File: src/rtl/cpu_if_pkg.sv
// Shared definitions for the instruction fetch slice: default widths,
// reset PC, the fetch packet type and the NOP encoding.
package cpu_if_pkg;

  localparam int unsigned AW_DEF = 8;
  localparam int unsigned DW_DEF = 16;
  localparam logic [AW_DEF-1:0] RESET_PC_DEF = 8'h00;

  localparam logic [DW_DEF-1:0] INSTR_NOP = 16'h0000;

  // One fetched instruction together with the address it came from.
  typedef struct packed {
    logic [DW_DEF-1:0] instr;
    logic [AW_DEF-1:0] pc;
  } fetch_pkt_t;

endpackage

File: src/rtl/fetch_skid_buf.sv
// One-entry holding register for a fetch packet that returned from the
// ROM while the output register was stalled. Flush drops the entry,
// load captures a new packet, drain empties it once it has moved on.
module fetch_skid_buf
  import cpu_if_pkg::*;
(
  input  logic       clk,
  input  logic       rst_n,
  input  logic       flush,
  input  logic       load,
  input  logic       drain,
  input  fetch_pkt_t load_pkt,
  output logic       valid,
  output fetch_pkt_t pkt
);

  // Entry register: a load in the same cycle as a drain replaces the entry.
  always_ff @(posedge clk or negedge rst_n) begin
    if (!rst_n) begin
      valid <= 1'b0;
      pkt   <= '0;
    end else if (flush) begin
      valid <= 1'b0;
    end else if (load) begin
      valid <= 1'b1;
      pkt   <= load_pkt;
    end else if (drain) begin
      valid <= 1'b0;
    end
  end

endmodule

File: src/rtl/instr_fetch.sv
// Fetch stage in front of a synchronous instruction ROM. Owns the PC,
// drives the ROM address, absorbs the one-cycle ROM latency with a
// one-entry skid buffer and hands instructions to decode over
// valid/ready. A redirect pulse flushes everything and restarts fetch
// at the new address.
// Optional build macro: IF_STALL_CNT_EN adds a saturating 16-bit
// stall_cnt output counting cycles with out_valid && !out_ready.
module instr_fetch
  import cpu_if_pkg::*;
#(
  parameter int unsigned   AW       = AW_DEF,
  parameter int unsigned   DW       = DW_DEF,
  parameter logic [AW-1:0] RESET_PC = AW'(RESET_PC_DEF)
) (
  input  logic          CLK,
  input  logic          RST_N,
  output logic [AW-1:0] rom_addr,
  input  logic [DW-1:0] rom_data,
  input  logic          redirect_valid,
  input  logic [AW-1:0] redirect_addr,
  output logic          out_valid,
  input  logic          out_ready,
  output logic [DW-1:0] out_instr,
  output logic [AW-1:0] out_pc
`ifdef IF_STALL_CNT_EN
  ,
  output logic [15:0]   stall_cnt
`endif
);

  logic [AW-1:0] pc;
  logic          req_q;
  logic [AW-1:0] req_pc_q;

  logic          skid_valid;
  fetch_pkt_t    skid_pkt;
  fetch_pkt_t    ret_pkt;
  fetch_pkt_t    out_next;

  logic          issue;
  logic          can_accept;
  logic          out_load;
  logic          out_clear;
  logic          skid_load;
  logic          skid_drain;

  // A new ROM read is started only when the returning word is sure to
  // have somewhere to go, which keeps the skid buffer from overflowing.
  assign issue      = !skid_valid && !(out_valid && !out_ready) && !redirect_valid;
  assign can_accept = !out_valid || out_ready;
  assign ret_pkt    = '{instr: rom_data, pc: req_pc_q};
  assign rom_addr   = pc;

  // PC and in-flight tracking. The ROM samples pc at every edge; a
  // redirect puts the target on the address bus for the next edge and
  // discards whatever word is currently coming back.
  always_ff @(posedge CLK or negedge RST_N) begin
    if (!RST_N) begin
      pc       <= RESET_PC;
      req_q    <= 1'b0;
      req_pc_q <= '0;
    end else if (redirect_valid) begin
      pc    <= redirect_addr;
      req_q <= 1'b0;
    end else if (issue) begin
      pc       <= pc + 1'b1;
      req_q    <= 1'b1;
      req_pc_q <= pc;
    end else begin
      req_q <= 1'b0;
    end
  end

  // Steering: when the output register can take a word the skid entry
  // goes first (it is older), and a concurrent ROM return refills the
  // skid; when the output is stalled a return parks in the skid.
  always_comb begin
    out_load   = 1'b0;
    out_clear  = 1'b0;
    out_next   = ret_pkt;
    skid_load  = 1'b0;
    skid_drain = 1'b0;
    if (can_accept) begin
      if (skid_valid) begin
        out_load   = 1'b1;
        out_next   = skid_pkt;
        skid_drain = 1'b1;
        skid_load  = req_q;
      end else if (req_q) begin
        out_load = 1'b1;
      end else begin
        out_clear = 1'b1;
      end
    end else if (req_q) begin
      skid_load = 1'b1;
    end
  end

  fetch_skid_buf u_skid (
    .clk      (CLK),
    .rst_n    (RST_N),
    .flush    (redirect_valid),
    .load     (skid_load),
    .drain    (skid_drain),
    .load_pkt (ret_pkt),
    .valid    (skid_valid),
    .pkt      (skid_pkt)
  );

  // Output register toward decode; holds steady while stalled.
  always_ff @(posedge CLK or negedge RST_N) begin
    if (!RST_N) begin
      out_valid <= 1'b0;
      out_instr <= DW'(INSTR_NOP);
      out_pc    <= '0;
    end else if (redirect_valid) begin
      out_valid <= 1'b0;
    end else if (out_load) begin
      out_valid <= 1'b1;
      out_instr <= out_next.instr;
      out_pc    <= out_next.pc;
    end else if (out_clear) begin
      out_valid <= 1'b0;
    end
  end

`ifdef IF_STALL_CNT_EN
  // Saturating count of cycles where decode holds off a valid instruction.
  always_ff @(posedge CLK or negedge RST_N) begin
    if (!RST_N) begin
      stall_cnt <= '0;
    end else if (out_valid && !out_ready && (stall_cnt != 16'hFFFF)) begin
      stall_cnt <= stall_cnt + 16'd1;
    end
  end
`endif

endmodule
File: config.mk
export PLATFORM = sky130hd
export DESIGN_NAME = instr_fetch
export DESIGN_NICKNAME = d
export VERILOG_FILES = /design/src/rtl/cpu_if_pkg.sv /design/src/rtl/fetch_skid_buf.sv /design/src/rtl/instr_fetch.sv
export SDC_FILE = /design/constraint.sdc
export NUM_CORES = 1
export LEC_CHECK = 0
export BUFFER_PORTS_ARGS = -buffer_cell sky130_fd_sc_hd__clkbuf_2
export CAP_MARGIN = 15
export CORE_MARGIN = 2
export CORE_UTILIZATION = 59
export DETAILED_ROUTE_END_ITERATION = 8
export GPL_TIMING_DRIVEN = 0
export PLACE_DENSITY_LB_ADDON = 0.25
export SLEW_MARGIN = 20
export SYNTH_ARGS = -nofsm -noshare
export SYNTH_HDL_FRONTEND = slang
export SYNTH_SLANG_ARGS = --single-unit
File: constraint.sdc
create_clock -name CLK -period 3.79 [get_ports CLK]
set_clock_uncertainty 0.1 [all_clocks]
set_input_delay 0 -clock CLK [delete_from_list [all_inputs] [get_ports CLK]]
set_output_delay 0 -clock CLK [all_outputs]
set_load 0.01 [all_outputs]
==> impl_metrics.yaml <==
cells_and_area:
  design_area_mm2: 0.004004
  layout-drive-gt1-share_pct: 35.98
  n_antenna_cell: 0
  area_delta_synth_final_pct: 27.69
  fin_nets: 403
  final_cells: 448
yosys:
  ys_seq_area_share_pct: 53.47
  yosysWarningCount: 0
  synth_area_mm2: 0.003136
  synth_area_leaders: "dfrtp_1 (53%), mux2_2 (11%), a31oi_2 (4.4%), nand3_1 (4.3%), o21ai_0 (4.3%)"
  avgSynthCellArea_um2: 11.36
  synth_nets: 305
  async_reset_ff_share_pct: 100.0
  synth_edf_count: 0
  ys_ff_latch: 67
  postSynthCellCount: 276
  yosys.area.top_type: "dfrtp_1"
  synth_cell_type_count: 34
  ys.flop_type: "dfrtp_1"
  yosysTopAreaCellShare_pct: 53.47
global_route:
  grt.overflow.total: 0
  antenna_found_initial: 0
  grt_use_met2_pct: 45.53
  use_met3_pct: 6.353
  first_global_vias: 2695
  grt_pass1_wl_um: 12980
  grt_util_met1_pct: 37.99
  grt_max_degree: 38
  grt_usage_pct: 28.23
  grt_busiest_layer: "met2"
place:
  dpl_cell_area_mm2: 0.003546
  dp_cells: 407
  port_buffers: 60
  place_hpwl_um: 4749
  place_ws_ns: 2.035
  routabilityCongestion: 0.8054
min_path:
  min_from: "out_ready"
  hold_class: "in2reg"
  hold_end: "req_q"
  hold_path_depth: 3
timing:
  tightest_slew_ns: 0.5005
  fmax_mhz: 555.4
  setup_viol: 0
  slew_violations: 0
  layout_min_cycle_time_ns: 1.801
  fin_crit_sh_pct: 47.51
  slew_headroom_pct: 66.63
  finalHoldViolations: 0
  final.setup.tns_ns: 0
  worst_slack_ns: 1.989
  grt_setup_unrepaired: "false"
setup_path:
  r2r_slack_ns: 1.99
  r2r_start: "out_valid"
  crit_type: "reg2reg"
  cp_data_arrival_time_ns: 1.93
  reg2reg_to: "u_skid.pkt[21]"
  startpoint_type: "flip-flop"
  rr_worst_depth: 4
  crit_path_end_kind: "flip-flop"
  cp.required_ns: 3.92
  cp_max_fo: 10
pwr:
  p_per_area_mw_per_mm2: 520.4
  power.leakage_nw: 1.708
  irDropWorstVdd_uv: 250.8
drt:
  totalWireLength_um: 7659
  num_vias: 2654
  initialDrtViolationCount: 125
  drc: 0
  routedWlPerCell_um: 17.10
  antenna_left: 0
  viasPerCell: 5.924
  dr.pass1.iters: 5
clock_network:
  htreeDepth: 3
  worstSkewPairLatency_ns: 0.35
  cts_made_buffers: 9
  cts_resized: 0
  cts_sinks: 67
  clockBufferDepth: 2
  tritoncts: "done"
  clk_pin_slew_ns: 0.07
  root_buffer: "clkbuf_8"
die:
  die-area_mm2: 0.005914
  rows: 26
  start_util_pct: 61.39
  coreArea_mm2: 0.005107
  die_y_um: 76.90
  io_pins: 61
  die_w_um: 76.90
run:
  drv_cap: 0
run_status:
  status: "finished, final reports clean"
critical path, cell delays in order (launching register included):
cell and delay (ns):
dfrtp_1 0.42, nor2b_4 0.17, o211ai_2 0.36, buf_4 0.28, mux2_2 0.36
logic make-up after synthesis:
kind of cell | Yosys count | synth area share (%)
adders and majority gates | 1 | 0.3990
DFF | 67 | 53.47
and+or+nand+nor | 55 | 9.857
AOI/OAI and AO/OA | 93 | 19.59
muxes | 32 | 11.49
buffers and inverters | 28 | 5.187
per-stage QoR:
step           power, mW  hold WS (ns)  utilization [%]
2_1_floorplan      1.302       -0.3956                -
3_3_place_gp       1.457        0.1079            68.99
3_5_place_dp       1.486      -0.09690            69.43
4_1_cts            2.085       0.02427            78.39
5_1_grt            2.190       0.06146            78.39
6_report           2.084       0.03184            78.39
cell usage after synthesis, types with 4 or more instances:
master / n
a21oi_1: 25
nor2_1: 4
dfrtp_1: 67
mux2_2: 30
a31oi_2: 11
nand3_1: 27
buf_2: 4
a31oi_1: 17
clkbuf_1: 14
nand2_1: 7
buf_6: 6
o21ai_0: 27
placed cells by master (no fill, tap or decap), types with 4 or more instances in the layout:
master / count
buf_6: 6
nand2_1: 7
clkbuf_2: 59
clkbuf_1: 14
dlygate4sd3_1: 26
buf_2: 4
nand3_1: 27
nor2_1: 4
mux2_2: 30
o21ai_0: 27
clkbuf_8: 14
a31oi_2: 11
dfrtp_1: 67
a21oi_1: 25
a31oi_1: 17
report_power, final:
group	switching, mW	internal, mW
combinational	0.232	0.246
clock	0.260	0.322
sequential	0.118	0.905
repair_timing:
action                                 CTS  global route
setup buffers                            0             0
endpoints found under the hold margin  108             0
hold buffers                            26             0
registers in the layout, indices dropped and copies added, names as in the netlist:
register / count
out_valid: 1
u_skid.valid: 1
u_skid.pkt: 24
out_pc: 8
out_instr: 16
req_pc_q: 8
req_q: 1
rom_addr: 8
worst max path at each step:
stage	start	endpoint	slack (ns)	depth (start not counted)
after global routing	out_valid	out_instr[15]	1.92	5
after detailed placement	out_valid	u_skid.pkt[19]	2.04	4
after floorplan	out_valid	u_skid.pkt[0]	2.20	4
after CTS	out_valid	u_skid.pkt[21]	2.00	4
final	out_valid	u_skid.pkt[21]	1.99	4
after global placement	out_valid	u_skid.pkt[1]	2.05	4
area by class of cell:
| cell class | instances | area (um^2) |
|---|---|---|
| multi-input cells | 181 | 1296 |
| plain buffers | 26 | 155.1 |
| clock buffers | 14 | 192.7 |
| clock inverters | 1 | 5.005 |
| flip-flops and latches | 67 | 1677 |
| repair buffers | 87 | 583.1 |
| inverters | 2 | 7.507 |
| well taps | 70 | 87.58 |
| fillers | 330 | 1104 |
per-layer routing:
metal,routed length [um],vias to the layer above
met5,0,-
met4,98,0
met3,431,11
met2,3843,90
met1,3285,1331
li1,-,1222
No activity file was read; power rests on OpenSTA's default activity.
